$ cat config.mk
export PLATFORM = sky130hd
export DESIGN_NAME = ddr3_req_bridge32
export DESIGN_NICKNAME = d
export VERILOG_FILES = /design/src/rtl/ddr3_req_bridge32.sv
export SDC_FILE = /design/constraint.sdc
export NUM_CORES = 1
export LEC_CHECK = 0
export ABC_AREA = 1
export BUFFER_PORTS_ARGS = -buffer_cell sky130_fd_sc_hd__buf_2
export CORE_AREA = 10 10 164 166
export CTS_CLUSTER_DIAMETER = 60
export DETAILED_ROUTE_END_ITERATION = 8
export DIE_AREA = 0 0 174 176
export HOLD_SLACK_MARGIN = 0.1
export PLACE_DENSITY = 0.71
export SKIP_LAST_GASP = 1
export SLEW_MARGIN = 10
export SYNTH_ARGS = -nofsm -noshare
export SYNTH_HDL_FRONTEND = slang
export SYNTH_SLANG_ARGS = --single-unit
$ cat constraint.sdc
create_clock -name clk_i -period 3.17 [get_ports clk_i]
set_input_delay 0.7925 -clock clk_i [delete_from_list [all_inputs] [get_ports clk_i]]
set_output_delay 0.7925 -clock clk_i [all_outputs]
set_load 0.02 [all_outputs]
$ cat src/rtl/ddr3_req_bridge32.sv
// ddr3_req_bridge32: bridges a 32-bit valid/ready request port onto the 128-bit ddr3_core inport.
// Optional feature macro: DDR3_BRIDGE_ID_CHECK_EN (compare response IDs with the tracking FIFO head).
module ddr3_req_bridge32 #(
  parameter int OUTSTANDING = 4
) (
  input  logic           clk_i,
  input  logic           rst_n_i,
  input  logic           req_valid_i,
  output logic           req_ready_o,
  input  logic           req_we_i,
  input  logic [31:0]    req_addr_i,
  input  logic [31:0]    req_wdata_i,
  input  logic [3:0]     req_be_i,
  output logic           resp_valid_o,
  output logic [31:0]    resp_rdata_o,
  output logic           resp_err_o,
  output logic           busy_o,
  output logic           id_err_o,
  output logic [15:0]    inport_wr_o,
  output logic           inport_rd_o,
  output logic [31:0]    inport_addr_o,
  output logic [127:0]   inport_write_data_o,
  output logic [15:0]    inport_req_id_o,
  input  logic           inport_accept_i,
  input  logic           inport_ack_i,
  input  logic           inport_error_i,
  input  logic [15:0]    inport_resp_id_i,
  input  logic [127:0]   inport_read_data_i
);

  localparam int PW = (OUTSTANDING > 1) ? $clog2(OUTSTANDING) : 1;
  localparam int CW = PW + 1;
  localparam logic [CW-1:0] DEPTH = CW'(OUTSTANDING);

  typedef enum logic {
    S_IDLE  = 1'b0,
    S_ISSUE = 1'b1
  } state_t;

  typedef struct packed {
    logic [15:0] id;
    logic [1:0]  lane;
    logic        we;
    logic        err;
  } entry_t;

  state_t         state_q, state_d;
  logic [15:0]    wr_q, wr_d;
  logic           rd_q, rd_d;
  logic [31:0]    addr_q, addr_d;
  logic [127:0]   wdata_q, wdata_d;
  logic [15:0]    req_id_q, req_id_d;
  logic [15:0]    id_cnt_q, id_cnt_d;

  entry_t         fifo_q [OUTSTANDING];
  logic [PW-1:0]  wptr_q, rptr_q;
  logic [CW-1:0]  cnt_q;

  logic           resp_valid_q, resp_valid_d;
  logic [31:0]    resp_rdata_q, resp_rdata_d;
  logic           resp_err_q, resp_err_d;
  logic           id_err_q, id_err_d;

  logic           capture;
  logic           pop;
  logic           fifo_empty;
  logic           illegal_wr;
  logic [1:0]     req_lane;
  logic           id_mismatch;
  entry_t         head;
  entry_t         new_entry;
  logic           unused_addr_lsb;

  assign req_lane        = req_addr_i[3:2];
  assign illegal_wr      = req_we_i && (req_be_i == 4'h0);
  assign fifo_empty      = (cnt_q == '0);
  assign req_ready_o     = ((state_q == S_IDLE) || inport_accept_i) && (cnt_q < DEPTH);
  assign capture         = req_valid_i && req_ready_o;
  // Acks against an empty FIFO have nothing to pop and produce no response.
  assign pop             = inport_ack_i && !fifo_empty;
  assign head            = fifo_q[rptr_q];
  assign unused_addr_lsb = ^req_addr_i[1:0];

  always_comb begin
    new_entry      = '0;
    new_entry.id   = id_cnt_q;
    new_entry.lane = req_lane;
    new_entry.we   = req_we_i;
    new_entry.err  = illegal_wr;
  end

`ifdef DDR3_BRIDGE_ID_CHECK_EN
  assign id_mismatch = pop && (inport_resp_id_i != head.id);
`else
  logic unused_resp_id;
  assign id_mismatch    = 1'b0;
  assign unused_resp_id = ^inport_resp_id_i;
`endif

  // Hold-register FSM
  always_comb begin
    state_d  = state_q;
    wr_d     = wr_q;
    rd_d     = rd_q;
    addr_d   = addr_q;
    wdata_d  = wdata_q;
    req_id_d = req_id_q;
    id_cnt_d = id_cnt_q;
    if (capture) begin
      state_d  = S_ISSUE;
      addr_d   = {req_addr_i[31:4], 4'h0};
      req_id_d = id_cnt_q;
      id_cnt_d = (id_cnt_q == 16'hFFFF) ? 16'h0001 : id_cnt_q + 16'h0001;
      if (req_we_i && !illegal_wr) begin
        wr_d    = {12'h000, req_be_i} << {req_lane, 2'b00};
        rd_d    = 1'b0;
        wdata_d = {4{req_wdata_i}};
      end else begin
        // Reads, and writes with no byte enables, go out as a read of the line.
        wr_d    = '0;
        rd_d    = 1'b1;
        wdata_d = '0;
      end
    end else if ((state_q == S_ISSUE) && inport_accept_i) begin
      state_d = S_IDLE;
      wr_d    = '0;
      rd_d    = 1'b0;
      wdata_d = '0;
    end
  end

  always_ff @(posedge clk_i or negedge rst_n_i) begin
    if (!rst_n_i) begin
      state_q  <= S_IDLE;
      wr_q     <= '0;
      rd_q     <= 1'b0;
      addr_q   <= '0;
      wdata_q  <= '0;
      req_id_q <= '0;
      id_cnt_q <= 16'h0001;
    end else begin
      state_q  <= state_d;
      wr_q     <= wr_d;
      rd_q     <= rd_d;
      addr_q   <= addr_d;
      wdata_q  <= wdata_d;
      req_id_q <= req_id_d;
      id_cnt_q <= id_cnt_d;
    end
  end

  // Tracking FIFO: one entry per captured request, retired in order by acks
  always_ff @(posedge clk_i or negedge rst_n_i) begin
    if (!rst_n_i) begin
      wptr_q <= '0;
      rptr_q <= '0;
      cnt_q  <= '0;
      for (int i = 0; i < OUTSTANDING; i++) begin
        fifo_q[i] <= '0;
      end
    end else begin
      if (capture) begin
        fifo_q[wptr_q] <= new_entry;
        wptr_q         <= wptr_q + 1'b1;
      end
      if (pop) begin
        rptr_q <= rptr_q + 1'b1;
      end
      cnt_q <= cnt_q + CW'(capture) - CW'(pop);
    end
  end

  always_comb begin
    resp_valid_d = pop;
    resp_rdata_d = '0;
    resp_err_d   = 1'b0;
    if (pop) begin
      resp_rdata_d = head.we ? 32'h0 : inport_read_data_i[32*head.lane +: 32];
      resp_err_d   = inport_error_i | head.err | id_mismatch;
    end
`ifdef DDR3_BRIDGE_ID_CHECK_EN
    id_err_d = id_err_q | (inport_ack_i && fifo_empty) | id_mismatch;
`else
    id_err_d = 1'b0;
`endif
  end

  always_ff @(posedge clk_i or negedge rst_n_i) begin
    if (!rst_n_i) begin
      resp_valid_q <= 1'b0;
      resp_rdata_q <= '0;
      resp_err_q   <= 1'b0;
      id_err_q     <= 1'b0;
    end else begin
      resp_valid_q <= resp_valid_d;
      resp_rdata_q <= resp_rdata_d;
      resp_err_q   <= resp_err_d;
      id_err_q     <= id_err_d;
    end
  end

  assign inport_wr_o         = wr_q;
  assign inport_rd_o         = rd_q;
  assign inport_addr_o       = addr_q;
  assign inport_write_data_o = wdata_q;
  assign inport_req_id_o     = req_id_q;
  assign resp_valid_o        = resp_valid_q;
  assign resp_rdata_o        = resp_rdata_q;
  assign resp_err_o          = resp_err_q;
  assign busy_o              = !fifo_empty;
  assign id_err_o            = id_err_q;

endmodule

* Word-level counts from Yosys, hierarchy flattened
Cells that the tools add are included.
** Cells by class
- $add $sub $neg :: 5
- Reduce and logical (&&, ||, !) cells :: 13
- Multipliers :: 0
- Shift-type cells :: 2
- Multiplexer cells :: 20
- Div/mod/pow operators :: 0
- $lt $le $gt $ge :: 4
- Equality and inequality tests :: 1
- Bitwise gates (word level) :: 4
** Operator list (number)
- 128-bit 2-to-1 mux :: 3
- 128-bit by 8-bit indexed part select with 32-bit output :: 1
- 80-bit bitwise mux :: 1
- 16-bit 2-to-1 mux :: 4
- 32-bit 2-to-1 mux :: 2
- 20-bit binary-select mux with 2-bit select :: 1
- 20-bit demux with 2-bit select :: 1
- 20-bit 2-to-1 mux :: 1
- 16-bit by 1-bit adder with 16-bit output, second input constant :: 1
- 16-bit equality test, second input constant :: 1
- 4-bit by 4-bit << shifter with 16-bit output :: 1
- 4-bit 2-to-1 mux :: 2
- 1-bit logical AND :: 7
- 3-bit greater-or-equal comparator, second input constant :: 2
- 2-bit NOT with 3-bit output :: 2
- 1-bit 2-to-1 mux :: 5
- 2-bit by 1-bit adder with 2-bit output, second input constant :: 2
- 4-bit logical NOT :: 1
- 3-bit by 1-bit adder with 3-bit output :: 1
- 3-bit logical NOT :: 1
- 3-bit by 1-bit less-than comparator with 1-bit output, second input constant :: 1
- 3-bit less-than comparator, second input constant :: 1
- 3-bit by 1-bit subtractor with 3-bit output :: 1
- 1-bit logical NOT :: 2
- 4 further kinds :: 4
** Word-level totals
- RAM bits :: 0
- ROM bits :: 0
- Logic and storage cells :: 78
- Bits in latches :: 0
- Output and inout port bits :: 230
- Register bits :: 327
- Memories kept :: 0
- Input bits :: 219

* Longest topological paths before layout
- Depth in word-level cells :: 7
- Mapped depth :: 12
- Mapped depth without buffers :: 10

* Least setup slack after synthesis
No wires, ideal clock.
- Kind :: in2reg
- Start point :: in inport_accept_i
- End point :: reg cnt_q[2]
- Library setup time :: 129 ps
- Arrival time :: 2508 ps
- Slack :: 533 ps
- Cell stages on the path :: 12
- Cells stage by stage :: inv_1 nand2_2 nand3_4 buf_2 buf_2 ha_1 inv_1 ha_1 inv_1 fa_1 xnor2_1 xor2_1
** On the way
- Word-level cells in the longest chain between the ends :: 5
** RTL lines
- start, declared :: RTL line 24 : input logic inport_accept_i,
- 1-bit logical OR :: RTL line 77 : assign req_ready_o = ((state_q == S_IDLE) || inport_accept_i) && (cnt_q < DEPTH);
- 1-bit logical AND :: RTL line 77
- 1-bit logical AND :: RTL line 78 : assign capture = req_valid_i && req_ready_o;
- 3-bit by 1-bit adder with 3-bit output :: RTL line 169 : cnt_q <= cnt_q + CW'(capture) - CW'(pop);
- 3-bit by 1-bit subtractor with 3-bit output :: RTL line 169
- end signal, assigned :: RTL line 169
- end, declared :: RTL line 57 : logic [CW-1:0] cnt_q;
Every way passes these cells.
A chain may end at the register's enable or synchronous reset.

* Final worst setup path
- Start point :: reg rptr_q[0]
- End point :: reg resp_rdata_q[5] (netlist: resp_rdata_o[5])
** On the way
- Word-level cells in the longest chain between the ends :: 7
** RTL lines
- start, declared :: RTL line 56 : logic [PW-1:0] wptr_q, rptr_q;
- start signal, assigned :: RTL line 167 : rptr_q <= rptr_q + 1'b1;
- 2-bit NOT with 3-bit output (not written as such) * :: RTL line 81 : assign head = fifo_q[rptr_q];
- 20-bit binary-select mux with 2-bit select * :: RTL line 81
- 4-bit 2-to-1 mux (not written as such) * (2 in series) :: RTL line 81
- 128-bit by 8-bit indexed part select with 32-bit output :: RTL line 178 : resp_rdata_d = head.we ? 32'h0 : inport_read_data_i[32*head.lane +: 32];
- 32-bit 2-to-1 mux * :: RTL line 178
- 32-bit 2-to-1 mux * :: RTL line 177 : if (pop) begin
- via resp_rdata_d[5] :: RTL line 60 : logic [31:0] resp_rdata_q, resp_rdata_d;
- end signal, assigned :: RTL line 196 : resp_rdata_q <= resp_rdata_d;
- end, declared :: RTL line 60
The timed path passes the listed nets; every way through them passes the cells marked *. The select of a mux whose other input is x is not followed.

==> summary.txt <==
Timing
  – Final Skew: 15.4 ps
  – Slew HR: 27.6%
  – Period utilisation layout: 69.2%
  – Fin worst setup slack: 976 ps
  – Final Hold Fails: 0
  – Final Critical Period: 2190 ps
  – Final Max Slew Viols: 0
  – Hold_ws: 351 ps
  – Maximum clock frequency: 456 MHz
  – Worst slew pin tran: 1080 ps
  – Setup TNS: 0 ps
  – Unrepaired setup endpoints after global routing: no
  – Final setup vio count: 0

Setup path
  – CP required: 3460 ps
  – Critical Path Start Type: register
  – WS Path Type: reg2reg
  – Worst EP arrival: 2490 ps
  – Crit end category: register
  – Max FO, Critical Path: 62

Synthesis
  – Simple-Gate Fraction of Synth Area: 24.5%
  – Mux cell area share after synthesis: 0%
  – Distinct cells, synth: 33
  – Syn Std Cell Area: 9200 um2
  – Synthesis Warnings: 0
  – FF+latch count, synth: 167
  – Post-Synth XOR/XNOR Area: 0.952%
  – Avg Cell Area, Syn: 7.94 um2
  – Top FF cell, synth: dfrtp_1
  – FFs w/ async S/R, synth: 100%
  – EDFF count, synth: 0
  – Syn Inst Count: 1,159
  – Compound-cell area share of the yosys netlist: 7.06%
  – Post-synthesis sequential area ratio: 45.4%
  – Adder-Cell Fraction of Synth Area: 1.17%
  – Largest family of logic cells by synthesized area: simple AND/OR/NAND/NOR gates

Global routing
  – First-pass GRT wire length: 45,700 um
  – Total track usage: 18.3%
  – Vias in the first global route: 8,368
  – Initial antenna violation count: 2
  – GRT overflow: 0
  – Largest net degree at the start of global routing: 66

Placement
  – IO Port Bufs: 425
  – Placed insts: 1,770
  – Worst slack at placement: 649 ps
  – Placed wire-length estimate: 21,700 um
  – RePlAce Congestion: 0.849

Floorplanning
  – Row cnt: 57
  – Core area: 23,800 um2
  – Chip width: 174 um
  – I/O pin count: 449
  – Die Y: 176 um
  – Die area: 30,600 um2
  – Initial core utilization: 38.6%

Detailed routing
  – Vias per inst: 4.56
  – DRC Markers: 0
  – 1st-iter DRT viols: 569
  – DR vias: 8,225
  – Routed wire per std cell: 16.1 um
  – Routed WL: 29,000 um
  – ANT nets after route: 0
  – DR pass1 iterations: 5

Pwr
  – Seq pwr share: 29.8%
  – Max VDD drop: 0.000770 V
  – Leakage: 0.00665 uW
  – Clock power share: 18.6%
  – Combinational share of power: 51.7%
  – Switching Share: 49.1%
  – Net Switching: 5640 uW
  – Pwr/cell area: 1010 nW/um2
  – Pint: 5850 uW

Clock tree
  – Clock Latency Late Sink: 420 ps
  – Clock root cell: clkbuf_16
  – Clock Tree Buf Depth: 2
  – Postcts setup bufs: 0
  – Htree depth: 4
  – Hold bufs inserted after CTS: 0
  – CTS tree: yes
  – Post-cts resize count: 0
  – CTS Buf Count: 17
  – Reg clk slew, reported paths: 80 ps
  – CTS Sinks: 167

Min path
  – HP Class: in2async

Layout
  – Layout net count: 1,692
  – Area added between synthesis and finish: 23.3%
  – Share of cells above drive strength 1: 33.9%
  – Fillers: 2,411
  – Fin cells: 1,803
  – Post-layout util: 47.6%

Flow run
  – Max Cap Viol: 0

Status
  – Run status: complete, no violations
==> logic make-up (layout without fill, tap and decap cells) <==
| logic type | after synthesis | count (layout) |
|---|---|---|
| compound gates | 127 | 127 |
| xor+xnor | 10 | 10 |
| buf+inv | 355 | 670 |
| fa+ha+maj | 8 | 8 |
| flops | 167 | 167 |
| simple gates | 491 | 491 |
| other cells | 1 | 6 |
==> sequential cells by signal, indices dropped and copies added, names as in the netlist <==
register             count
cnt_q                    3
resp_rdata_o            32
rptr_q                   2
inport_wr_o             16
wptr_q                   2
inport_write_data_o     32
fifo_q                  16
inport_req_id_o         16
state_q                  1
resp_valid_o             1
id_cnt_q                16
resp_err_o               1
inport_rd_o              1
inport_addr_o           28
==> synth_stat cells (13+ instances only) <==
master | instances | area [um2]
nand2_1 | 284 | 1070
inv_1 | 195 | 732
dfrtp_1 | 166 | 4150
buf_4 | 108 | 811
nand3_1 | 94 | 470
o21ai_0 | 87 | 435
a21oi_1 | 36 | 180
nand3b_1 | 32 | 240
nor2_1 | 32 | 120
nor3_1 | 22 | 110
buf_6 | 20 | 225
buf_2 | 14 | 70.1
nand3_2 | 13 | 130
==> power by group through the flow <==
stage	Sequential (uW)	Clock, uW	Combinational [uW]
4_1_cts	3420	2200	6050
6_report	3420	2140	5940
3_5_place_dp	3440	0	6040
2_1_floorplan	4040	0	4290
3_3_place_gp	3420	0	5950
5_1_grt	3530	2270	6600
==> worst paths after layout <==
check	startpoint	endpoint	slack, ps	cells after the start
hold reg to reg	fifo_q[40]$_DFFE_PN0P_	fifo_q[40]$_DFFE_PN0P_	470	2
max in group asynchronous	rst_n_i	inport_write_data_o[96]$_DFFE_PN0P_	2000	2
hold / removal	rst_n_i	id_cnt_q[13]$_DFFE_PN0P_	350	1
setup reg to reg	rptr_q[0]$_DFFE_PN0P_	resp_rdata_o[5]$_DFF_PN0_	980	8
min in group clk_i	fifo_q[40]$_DFFE_PN0P_	fifo_q[40]$_DFFE_PN0P_	470	2
setup / recovery	rptr_q[0]$_DFFE_PN0P_	resp_rdata_o[5]$_DFF_PN0_	980	8
==> routing by layer <==
metal	routed length (um)	vias to the layer above	GRT usage [%]	share of wire (%)
met3	1980	38	5.08	6.8
met5	7	-	0	0.024
li1	-	4071	-	-
met4	535	2	5.20	1.8
met2	15000	301	32.8	52
met1	11500	3813	20.9	40
==> cells in the final DEF (no fill, tap or decap), drive strengths merged <==
| master | Yosys | routed |
|---|---|---|
| inv | 199 | 205 |
| diode | 0 | 1 |
| clkinv | 1 | 8 |
| nor2 | 34 | 34 |
| clkinvlp | 0 | 1 |
| a21oi | 36 | 36 |
| ha | 7 | 7 |
| xor2 | 9 | 9 |
| o211ai | 1 | 1 |
| nand2 | 290 | 290 |
| conb | 1 | 5 |
| a21boi | 1 | 1 |
| nor3 | 22 | 22 |
| clkbuf | 11 | 17 |
| nand4 | 4 | 4 |
| nand3b | 32 | 32 |
| dfstp | 1 | 1 |
| fa | 1 | 1 |
| nand3 | 109 | 109 |
| xnor2 | 1 | 1 |
| buf | 144 | 438 |
| bufinv | 0 | 1 |
| o21ai | 89 | 89 |
| dfrtp | 166 | 166 |
==> worst max-delay path, stage by stage, from the launching register on <==
cell,delay (ps)
dfrtp_1,660
inv_2,150
nand2_2,110
nand3_4,310
nand2_4,230
buf_12,270
nand2_1,80
nand3_1,130
a21oi_1,80
==> stage by stage <==
| step | area (um2) | total power, uW |
|---|---|---|
| 3_3_place_gp | 10700 | 9370 |
| 2_1_floorplan | 9220 | 8330 |
| 4_1_cts | 11300 | 11700 |
| 3_5_place_dp | 10700 | 9480 |
| 6_report | 11300 | 11500 |
| 5_1_grt | 11300 | 12400 |
==> layout make-up <==
class	instances	area, um2	share of cell area (%)
repair buffers	438	2270	20.0
multi-input cells	641	3130	27.6
clock inverters	15	183	1.61
well taps	324	405	3.57
inverters	200	751	6.62
diodes	1	2.50	0.0221
clock buffers	17	425	3.75
flip-flops and latches	167	4180	36.8
(Power assumes the default switching activity.)
